==> config.mk <==
export PLATFORM = sky130hd
export DESIGN_NAME = seg7_scan_driver
export DESIGN_NICKNAME = d
export VERILOG_FILES = /design/src/rtl/seg7_scan_driver_pkg.sv /design/src/rtl/seg7_scan_driver_bcd_to_seg7.sv /design/src/rtl/seg7_scan_driver.sv
export SDC_FILE = /design/constraint.sdc
export NUM_CORES = 1
export LEC_CHECK = 0
export CAP_MARGIN = 20
export CORE_MARGIN = 1.5
export CORE_UTILIZATION = 48
export DETAILED_ROUTE_END_ITERATION = 8
export PLACE_DENSITY = 0.75
export SLEW_MARGIN = 10
export SYNTH_ARGS = -nofsm -noshare
export SYNTH_HDL_FRONTEND = slang
export SYNTH_SLANG_ARGS = --single-unit
==> constraint.sdc <==
create_clock -name CLK -period 1.87 [get_ports CLK]
set_input_delay 0.187 -clock CLK [delete_from_list [all_inputs] [get_ports CLK]]
set_output_delay 0.187 -clock CLK [all_outputs]
set_load 0.01 [all_outputs]
==> src/rtl/seg7_scan_driver_pkg.sv <==
// Shared constants and types for the multiplexed seven-segment display driver.
// Segment codes are active-low g..a; anode patterns are active-low one-cold.
package seg7_scan_driver_pkg;

   localparam int unsigned NIBBLE_W  = 4;
   localparam int unsigned SEG_W     = 7;
   localparam int unsigned IDX_W     = 2;
   localparam int unsigned DIGITS_W  = 16;
   localparam int unsigned ANODE_W   = 4;
   localparam int unsigned HEX_W     = 8;

   localparam logic [SEG_W-1:0] SEG_0     = 7'h40;
   localparam logic [SEG_W-1:0] SEG_1     = 7'h79;
   localparam logic [SEG_W-1:0] SEG_2     = 7'h24;
   localparam logic [SEG_W-1:0] SEG_3     = 7'h30;
   localparam logic [SEG_W-1:0] SEG_4     = 7'h19;
   localparam logic [SEG_W-1:0] SEG_5     = 7'h12;
   localparam logic [SEG_W-1:0] SEG_6     = 7'h02;
   localparam logic [SEG_W-1:0] SEG_7     = 7'h78;
   localparam logic [SEG_W-1:0] SEG_8     = 7'h00;
   localparam logic [SEG_W-1:0] SEG_9     = 7'h10;
   localparam logic [SEG_W-1:0] SEG_DASH  = 7'h3F;
   localparam logic [SEG_W-1:0] SEG_BLANK = 7'h7F;

   localparam logic [ANODE_W-1:0] ANODE_OFF = 4'hF;
   localparam logic [HEX_W-1:0]   HEX_OFF   = 8'hFF;

   // Per-frame capture of the display request, held for a whole scan frame.
   typedef struct packed {
      logic [DIGITS_W-1:0] digits;
      logic [ANODE_W-1:0]  dp;
      logic                blank_lz;
   } snap_t;

   // Active-low one-cold anode pattern for a digit index.
   function automatic logic [ANODE_W-1:0] anode_sel(input logic [IDX_W-1:0] idx);
      logic [ANODE_W-1:0] hot;
      hot = ANODE_W'(1) << idx;
      return ~hot;
   endfunction

endpackage

==> src/rtl/seg7_scan_driver_bcd_to_seg7.sv <==
// BCD nibble to active-low seven-segment decoder; non-decimal nibbles show a
// dash and the blank flag forces every segment off.
module bcd_to_seg7
   import seg7_scan_driver_pkg::*;
(
   input  logic [NIBBLE_W-1:0] nibble,
   input  logic                blank,
   output logic [SEG_W-1:0]    seg_c
);

   always_comb begin
      seg_c = SEG_DASH;
      if (blank) begin
         seg_c = SEG_BLANK;
      end else begin
         unique case (nibble)
            4'd0:    seg_c = SEG_0;
            4'd1:    seg_c = SEG_1;
            4'd2:    seg_c = SEG_2;
            4'd3:    seg_c = SEG_3;
            4'd4:    seg_c = SEG_4;
            4'd5:    seg_c = SEG_5;
            4'd6:    seg_c = SEG_6;
            4'd7:    seg_c = SEG_7;
            4'd8:    seg_c = SEG_8;
            4'd9:    seg_c = SEG_9;
            default: seg_c = SEG_DASH;
         endcase
      end
   end

endmodule

==> src/rtl/seg7_scan_driver.sv <==
// Four-digit time-multiplexed seven-segment driver with per-frame input
// snapshot, leading-zero blanking and per-digit decimal points.
module seg7_scan_driver
   import seg7_scan_driver_pkg::*;
#(
   parameter int unsigned SCAN_DIV  = 100000,
   parameter int unsigned DIV_WIDTH = 17
) (
   input  logic                CLK,
   input  logic                RESET_N,
   input  logic                ENABLE,
   input  logic [DIGITS_W-1:0] DIGITS,
   input  logic [ANODE_W-1:0]  DP_IN,
   input  logic                BLANK_LZ,
   output logic [ANODE_W-1:0]  SEG_SELECT,
   output logic [HEX_W-1:0]    HEX_OUT,
   output logic [IDX_W-1:0]    DIGIT_IDX,
   output logic                FRAME_TICK
);

   localparam logic [DIV_WIDTH-1:0] DIV_LAST = DIV_WIDTH'(SCAN_DIV - 1);
   localparam logic [IDX_W-1:0]     IDX_LAST = IDX_W'(3);

   logic [DIV_WIDTH-1:0] div_cnt;
   logic [IDX_W-1:0]     idx;
   snap_t                snap;

   logic                 terminal_c;
   logic [ANODE_W-1:0]   lz_mask_c;
   logic [NIBBLE_W-1:0]  nibble_c;
   logic                 blank_c;
   logic                 dp_c;
   logic [SEG_W-1:0]     seg_c;

   assign terminal_c = (div_cnt == DIV_LAST);

   // A digit is blanked only while every more-significant digit is also zero.
   always_comb begin
      lz_mask_c    = '0;
      lz_mask_c[3] = snap.blank_lz && (snap.digits[15:12] == 4'd0);
      lz_mask_c[2] = lz_mask_c[3]  && (snap.digits[11:8]  == 4'd0);
      lz_mask_c[1] = lz_mask_c[2]  && (snap.digits[7:4]   == 4'd0);
      lz_mask_c[0] = 1'b0;
   end

   always_comb begin
      nibble_c = snap.digits[{idx, 2'b00} +: NIBBLE_W];
      blank_c  = lz_mask_c[idx];
      dp_c     = snap.dp[idx];
   end

   bcd_to_seg7 u_dec (
      .nibble (nibble_c),
      .blank  (blank_c),
      .seg_c  (seg_c)
   );

   // Prescaler, scan index and frame snapshot; all frozen while disabled.
   always_ff @(posedge CLK or negedge RESET_N) begin
      if (!RESET_N) begin
         div_cnt    <= '0;
         idx        <= '0;
         snap       <= '0;
         FRAME_TICK <= 1'b0;
      end else begin
         FRAME_TICK <= 1'b0;
         if (ENABLE) begin
            if (terminal_c) begin
               div_cnt <= '0;
               idx     <= idx + IDX_W'(1);
               if (idx == IDX_LAST) begin
                  snap.digits   <= DIGITS;
                  snap.dp       <= DP_IN;
                  snap.blank_lz <= BLANK_LZ;
                  FRAME_TICK    <= 1'b1;
               end
            end else begin
               div_cnt <= div_cnt + DIV_WIDTH'(1);
            end
         end
      end
   end

   // Registered display outputs, one cycle behind the scan index.
   always_ff @(posedge CLK or negedge RESET_N) begin
      if (!RESET_N) begin
         SEG_SELECT <= ANODE_OFF;
         HEX_OUT    <= HEX_OFF;
         DIGIT_IDX  <= '0;
      end else begin
         DIGIT_IDX <= idx;
         if (ENABLE) begin
            SEG_SELECT <= anode_sel(idx);
            HEX_OUT    <= {~dp_c, seg_c};
         end else begin
            SEG_SELECT <= ANODE_OFF;
            HEX_OUT    <= HEX_OFF;
         end
      end
   end

endmodule
# == Word-level counts from Yosys, hierarchy flattened ==
# Memory sizes are Yosys's and may differ from the RTL's.
# Index checks and enable logic that the tools add are counted.
# Widths: inputs -> output; s select.
# word_totals
in_bits,24
rom_bits,112
reg_bits,55
n_memories,1
wordCells,38
out_inout_bits,15
# classes
eq_ne,2
n_bitwise,2
shifts,2
addsub,2
muxes,11
reduce_logical,8
magnitude_cmp,1
# mem_list
name,depth,word_bits,rd,rd_ports_with_merged_regs,write_ports,line_no,text
(no name shown),16,7,1,0,0,seg7_scan_driver_bcd_to_seg7.sv:16,unique case (nibble)
# op_table
cell,n
$add 17x1->17 const B,1
$eq 17x17->1 const B,1
$mux 17,1
$shiftx 16x5->4,1
$logic_not 4->1,3
$mux 8,1
$mux 7,1
$mux 1,5
$bmux 1 s2,2
$mux 4,1
$not 4->4,1
$shl 1x2->4 const A,1
$logic_and 1x1->1,3
$lt 2x3->1 const B,1
$reduce_and 3->1,1
$add 2x1->2 const B,1
$eq 2x2->1 const B,1
$reduce_and 2->1,1
$not 1->1,1

# == Depth between registers and ports, before layout ==
# Gate-level depths: netlist (run 1).
# depth
word_depth,8
mapped_depth,8
ltp_nobuf,7

# == Cells and area by module ==
# Synthesis (run 1) repeated with hierarchy kept, for this count alone.
# unflattened
hier_cells,222
hier_area_um2,2691.3
# modules_own_cells
mod,instances,seq_area_each_um2,area_per_inst_um2,cells_per_inst
seg7_scan_driver,1,1391.3,2456.1,187
bcd_to_seg7,1,0.0,235.2,35

# == Worst setup path before layout (run 1) ==
# OpenSTA, ideal clock, no wires.
# synth_path
path_kind,register to register
start,register idx[0]
end,register HEX_OUT[4]
path_slack_ns,-0.132
period_less_slack_ns,2.002
arrival_ns,1.903
required_time_ns,1.771
setup_time_ns,0.099
stages_incl_launch_ff,9
n_path_buf,1
path_cell_list,dfrtp_1 buf_6 mux4_1 inv_1 ha_1 inv_1 mux2_2 o22ai_1 nand3_1
# synth_via
elab_chain_cells,4
elab_cells_between_ends,6
cone_classes,shift (1); mux (4); memory (1)
# synth_rtl
item,line_no,text
"start, declared",seg7_scan_driver.sv:25,logic [IDX_W-1:0] idx;
"start signal, assigned",seg7_scan_driver.sv:70,idx <= idx + IDX_W'(1);
$shiftx 16x5->4 or $bmux 1 s2 (tied branches),"seg7_scan_driver.sv:47, seg7_scan_driver.sv:48",
$mem_v2 16x7 or $mux 1 (tied branches),--,
$mux 7 *,seg7_scan_driver_bcd_to_seg7.sv:13,if (blank) begin
$mux 8 *,seg7_scan_driver.sv:92,if (ENABLE) begin
"end signal, assigned",seg7_scan_driver.sv:94,"HEX_OUT <= {~dp_c, seg_c};"
"end, declared",seg7_scan_driver.sv:16,"output logic [HEX_W-1:0] HEX_OUT,"
# Every way passes the cells marked *; elsewhere a longest branch is shown, timed or not. The select of a mux whose other input is x is not followed.
# A chain may end at the register's enable or synchronous reset.

# == Worst setup path in the final report (run 1) ==
# Ends and elaborated chain as after synthesis.

==> results of run 1 <==
==> flip-flops by register name, summed over array words and instances, names as in the netlist <==
register	count
HEX_OUT	8
FRAME_TICK	1
div_cnt	17
SEG_SELECT	4
DIGIT_IDX	2
idx	2
snap	21
==> metal layers <==
layer  GRT usage  share of wire
met5           0              0
met4      0.0630          0.016
met3      0.0405          0.037
met2       0.276           0.47
met1       0.249           0.48
==> cells in the mapped netlist <==
cell type   n  share of area
dfrtp_1    43           0.41
nand2b_1    4         0.0096
o21bai_1    1         0.0029
or4_1       4          0.011
mux4_2      1         0.0086
nor2_1     11          0.016
buf_2       2         0.0038
o211ai_1    2         0.0057
xor2_1      5          0.017
buf_4       2         0.0057
o22ai_1     3         0.0072
ha_1       10          0.048
nand2_1    13          0.019
a31oi_1     1         0.0024
o221ai_1    1         0.0033
buf_6       2         0.0086
and4_1      1         0.0033
and4b_1     1         0.0038
or4b_2      1         0.0038
inv_1      11          0.016
o31ai_1     2         0.0057
and4bb_2    1         0.0048
mux2i_1     1         0.0038
nor4_1      1         0.0024
clkbuf_1    1         0.0014
o21ai_0     4         0.0077
o32ai_2     1         0.0062
and2_4      1         0.0033
and3_1      3         0.0072
dfstp_2    12           0.12
buf_1       1         0.0014
nand4_1    11          0.026
a41oi_1     1         0.0033
a21oi_1     4         0.0077
and2_1      1         0.0024
mux4_1      4          0.040
nor3_1      3         0.0057
xnor2_1     6          0.020
nand3_1    10          0.019
nor4_2      1         0.0048
mux2_2     23          0.099
==> power groups by stage <==
stage	registers (W)	clock network [W]	logic [W]
CTS	0.00132	0.000783	0.000291
global placement	0.00134	0	0.000280
global route	0.00133	0.000817	0.000324
finish	0.00133	0.000766	0.000289
detailed placement	0.00135	0	0.000287
floorplan	0.00134	0	0.000121
==> cell families after synthesis <==
kind of cell               Yosys count  synth area share
xor gates and xnor gates            11            0.0368
muxes                               29             0.152
adders and majority gates           10            0.0478
DFF                                 55             0.532
and+or+nand+nor                     67             0.143
AOI/OAI and AO/OA                   20            0.0522
buffers and inverters               19            0.0368
==> worst max-delay path, delay by kind of cell, from the launching register on <==
kind	cells	cell delay, ns
DFF	1	0.42
buffers and inverters	2	0.13
AOI/OAI and AO/OA	1	0.12
adders and majority gates	1	0.16
and+or+nand+nor	1	0.09
muxes	2	0.80
==> repair_timing <==
item / 4_1_cts / 5_1_grt
gates resized for setup: 0 / 3
hold buffers: 1 / 0
hold endpoints to repair: 20 / 0
endpoints found under the setup margin: 0 / 5
==> layout make-up <==
type	count	area (um2)
Fill cell	382	1860
Sequential cell	55	1390
Multi-Input combinational cell	137	1120
Timing Repair Buffer	59	561
Tap cell	70	87.6
Clock buffer	7	76.3
Inverter	11	41.3
Clock inverter	1	30.0
==> how the worst max path moves through the flow <==
stage	from	end	slack, ns	depth (start not counted)
finish	idx[0]	HEX_OUT[4]	0.07	7
global route	idx[0]	HEX_OUT[4]	-0.02	7
CTS	idx[0]	HEX_OUT[4]	0.03	7
detailed placement	idx[0]	HEX_OUT[5]	0.05	4
global placement	ENABLE	snap[7]	0.06	6
floorplan	idx[0]	HEX_OUT[4]	-0.02	8
==> through the flow <==
step	hold slack [ns]	cells	setup WS (ns)	power (W)
2_1_floorplan	-0.109	211	-0.0210	0.00147
3_3_place_gp	0.184	331	0.0649	0.00162
3_5_place_dp	0.188	331	0.0471	0.00163
4_1_cts	0.394	340	0.0300	0.00240
5_1_grt	0.415	340	-0.0161	0.00248
6_report	0.382	340	0.0738	0.00238
==> results.tsv, run 1 <==
metric	value	unit
endpoint_kind	flop	
ant_nets	0	
r2r_start	idx[0]	
setup_tns	0	ns
clk_latency	0.31	ns
startpoint_type	flop	
r2r_setup_slack	0.07	ns
wl_per_cell	14.0	um
cts_buffer_depth	2	
leakagePower	1.50	nW
utilization	0.641	
ys_types	41	
syn_inst	211	
layout_commonest_cell	dfrtp_1	
cp_cell_sequence	mux4_2, inv_2, ha_1, inv_1, mux2_2, o22ai_2, nand3_1	
reg2reg_depth	7	
cts_tree	done	
cts_setup_buffers	0	
drv_cap	0	
clk_pin_slew_worst_paths	0.09	ns
gp_congestion	0.816	
drt_iter0_markers	53	
relSlewSlack	0.647	
cts.sinks	55	
drive_gt1_frac	0.278	
worst_ep_required_time	2.09	ns
antenna_cells	0	
fin_crit	1.80	ns
grt_max_degree	35	
crit_fanout	4	
drt-total-wl	4.75	mm
power_switching	0.000559	W
synth_area	2620	um2
status	finished clean	
mostFrequentLayoutCells	dfrtp_1 (42), clkdlybuf4s50_1 (37), mux2_2 (23)	
clock_skew	0.00890	ns
crit_type	flop to flop	
die_h	76.8	um
ys_warn_count	0	
ios	39	
setup_viol	0	
seqPwrFrac	0.557	
grt_pass1_vias	1751	
seq_area_frac_synth	0.532	
grt_pass1_wl	8.38	mm
cts-root-buf	clkbuf_8	
critPathMaxStageDelay	0.53	ns
grt_overflow	0	
synth_nets	245	
die_w	76.8	um
p_int	0.00182	W
io_buffers	38	
worstPathArrival	2.02	ns
start_util	0.506	
ys_ff_latch	55	
period_share	0.961	
track_usage	0.179	
p_clk_frac	0.322	
place_area	3190	um2
drt-pass1-iter-count	4	
fmax	557	MHz
fin_nets	303	
r2r-end	HEX_OUT[4]	
vias	1812	
syn_to_final_growth	26.7	%
critPathSlowestCell	mux4_2	
dp_hpwl	3.51	mm
avgSynthCellArea	12.4	um2
core	5170	um2
hold_class	input port to async pin	
ir_drop	0.000398	V
slew_viol_final	0	
p_comb_frac	0.122	
vias_per_cell	5.33	
drc	0	
hold_violations	0	
htreeDepth	2	
antenna_found_initial	0	
swShare	0.235	
rows	26	
power.density	719	nW/um2
dieArea	5900	um2
tightest_slew	0.528	ns
postLayoutCellArea	3310	um2
numCtsBuffers	5	
Note: power is estimated with default switching activity, not from simulation.
==> run 2, diff against run 1 <==
--- a/config.mk
+++ b/config.mk
@@ -5,11 +5,13 @@
 export SDC_FILE = /design/constraint.sdc
 export NUM_CORES = 1
 export LEC_CHECK = 0
+export ABC_CLOCK_PERIOD_IN_PS = 2200
 export CAP_MARGIN = 20
 export CORE_MARGIN = 1.5
-export CORE_UTILIZATION = 48
+export CORE_UTILIZATION = 50
 export DETAILED_ROUTE_END_ITERATION = 8
 export PLACE_DENSITY = 0.75
+export RECOVER_POWER = 100
 export SLEW_MARGIN = 10
 export SYNTH_ARGS = -nofsm -noshare
 export SYNTH_HDL_FRONTEND = slang
==> constraint.sdc (replaced) <==
create_clock -name CLK -period 2.2 [get_ports CLK]
set_input_delay 0.22 -clock CLK [delete_from_list [all_inputs] [get_ports CLK]]
set_output_delay 0.22 -clock CLK [all_outputs]
set_load 0.01 [all_outputs]
==> run 2 against run 1 <==
Setup slack better by 0.082 ns. Final cell count shrank 4.1%. Core utilization is 1.9 points lower. Flip-flop and latch count unchanged. Power fell by 22%. Global-route usage grew 1.1 points. Critical path type unchanged. Sequential power is 14% lower.
==> results.tsv, run 2 (synthesis results as in run 1) <==
metric	value	unit	change
status	finished clean		
crit_fanout	7		+3
dieArea	5670	um2	-3.8%
fmax	489	MHz	-12%
pre_cts_ws	0.169	ns	+0.122 ns
drive_gt1_frac	0.203		-0.0747
antenna_cells	0		unchanged
core	5070	um2	-1.9%
syn_to_final_growth	20.6	%	
grt_max_degree	56		+60%
io_buffers	38		unchanged
endpoint_kind	flop		
drt_iter0_markers	112		+110%
regMostFlops	snap		
relSlewSlack	0.130		-0.516
htreeDepth	2		unchanged
drt-total-wl	4.67	mm	-1.7%
dp_hpwl	3.42	mm	-2.5%
fillers	425		+11%
die_w	75.3	um	-1.9%
fin_crit	2.04	ns	+0.248 ns
numCtsBuffers	5		unchanged
vias	1749		-3.5%
grt_overflow	0		unchanged
cts.sinks	55		unchanged
hold_class	input port to async pin		
grt_pass1_wl	8.00	mm	-4.5%
leakagePower	1.41	nW	-5.8%
antenna_found_initial	0		unchanged
drv_cap	0		unchanged
cts_tree	done		
wl_per_cell	14.3	um	+2.5%
start_util	0.515		+0.00972
worstPathArrival	2.26	ns	+0.24 ns
startpoint_type	flop		
drc	0		unchanged
reg2reg_depth	7		unchanged
cts-root-buf	clkbuf_8		
ios	39		unchanged
tightest_slew	1.30	ns	+0.777 ns
cts_buffer_depth	2		unchanged
ir_drop	0.000291	V	-27%
crit_type	flop to flop		
die_h	75.3	um	-1.9%
hold_buffers	0		-1
worst_ep_required_time	2.42	ns	+0.33 ns
power.density	593	nW/um2	-18%
drt-pass1-iter-count	4		unchanged
clock_skew	0.00832	ns	-0.000575 ns
clk_pin_slew_worst_paths	0.09	ns	about the same
track_usage	0.190		+0.0110
rows	26		unchanged
layout_commonest_cell	dfrtp_1		
setup_viol	0		unchanged
whs	0.272	ns	-0.110 ns
largest_reg_flops	21		unchanged
fin_nets	289		-4.6%
setup_slack	0.156	ns	+0.0819 ns
slew_viol_final	0		unchanged
grt_pass1_vias	1739		-0.69%
ant_nets	0		unchanged
cts_setup_buffers	0		unchanged
mostFrequentLayoutCells	dfrtp_1 (42), mux2_2 (23), clkdlybuf4s50_1 (22)		
rsz0062_at_grt	no		
period_share	0.929		-0.0313
largestRegisters	snap x21, div_cnt x17, HEX_OUT x8		
clk_latency	0.31	ns	about the same
setup_tns	0	ns	unchanged
vias_per_cell	5.37		+0.67%
hold_violations	0		unchanged
gp_congestion	0.837		+2.5%
-- run 2: power breakdown --
| part | internal (W) | switching [W] | leakage, nW |
|---|---|---|---|
| Sequential | 0.00107 | 0.0000698 | 0.699 |
| Clock | 0.000224 | 0.000311 | 0.0422 |
| Combinational | 0.000102 | 0.0000882 | 0.673 |
| Total | 0.00140 | 0.000469 | 1.41 |
-- run 2: layout make-up --
class	instances	area, um2	share of cell area
sequential	55	1390	0.442
multi-input combinational	137	1130	0.358
timing repair buffer	45	423	0.134
tap	70	87.6	0.0278
clock buffer	7	76.3	0.0242
inverter	11	41.3	0.0131
clock inverter	1	5.00	0.00159
-- run 2: path summary, 6_finish.rpt --
kind                               to  startpoint  slack (ns)
max in group asynchronous      idx[0]     RESET_N        1.06
setup / recovery               idx[0]  div_cnt[1]        0.16
hold / removal                snap[1]     RESET_N        0.27
min in group CLK           div_cnt[6]  div_cnt[6]        0.51
hold reg to reg            div_cnt[6]  div_cnt[6]        0.51
setup reg to reg               idx[0]  div_cnt[1]        0.16
-- run 2: per-layer routing --
| layer | global-route usage | share of wire |
|---|---|---|
| met3 | 0.0450 | 0.034 |
| met1 | 0.258 | 0.47 |
| met2 | 0.296 | 0.48 |
| met5 | 0 | 0 |
| met4 | 0.0774 | 0.019 |
-- run 2: per-stage QoR --
stage          utilization  power [W]  cells  cell area, um2
6_report             0.621    0.00187    326            3150
3_3_place_gp         0.608    0.00134    318            3090
2_1_floorplan            -    0.00125    211            2620
3_5_place_dp         0.608    0.00136    318            3090
4_1_cts              0.625    0.00189    326            3170
5_1_grt              0.621    0.00197    326            3150
-- run 2: timing repair --
action	in CTS	in global routing
endpoints found under the setup margin	0	1
hold endpoints to repair	0	0
gates resized for setup	0	1
-- run 2: critical path, stage by stage, from the launching register on --
cell and delay, ns:
dfrtp_1 0.48, ha_1 0.29, and4_1 0.24, nand4_1 0.12, clkbuf_1 0.20, nor2_1 0.17
clkbuf_1 0.28, xnor2_1 0.18
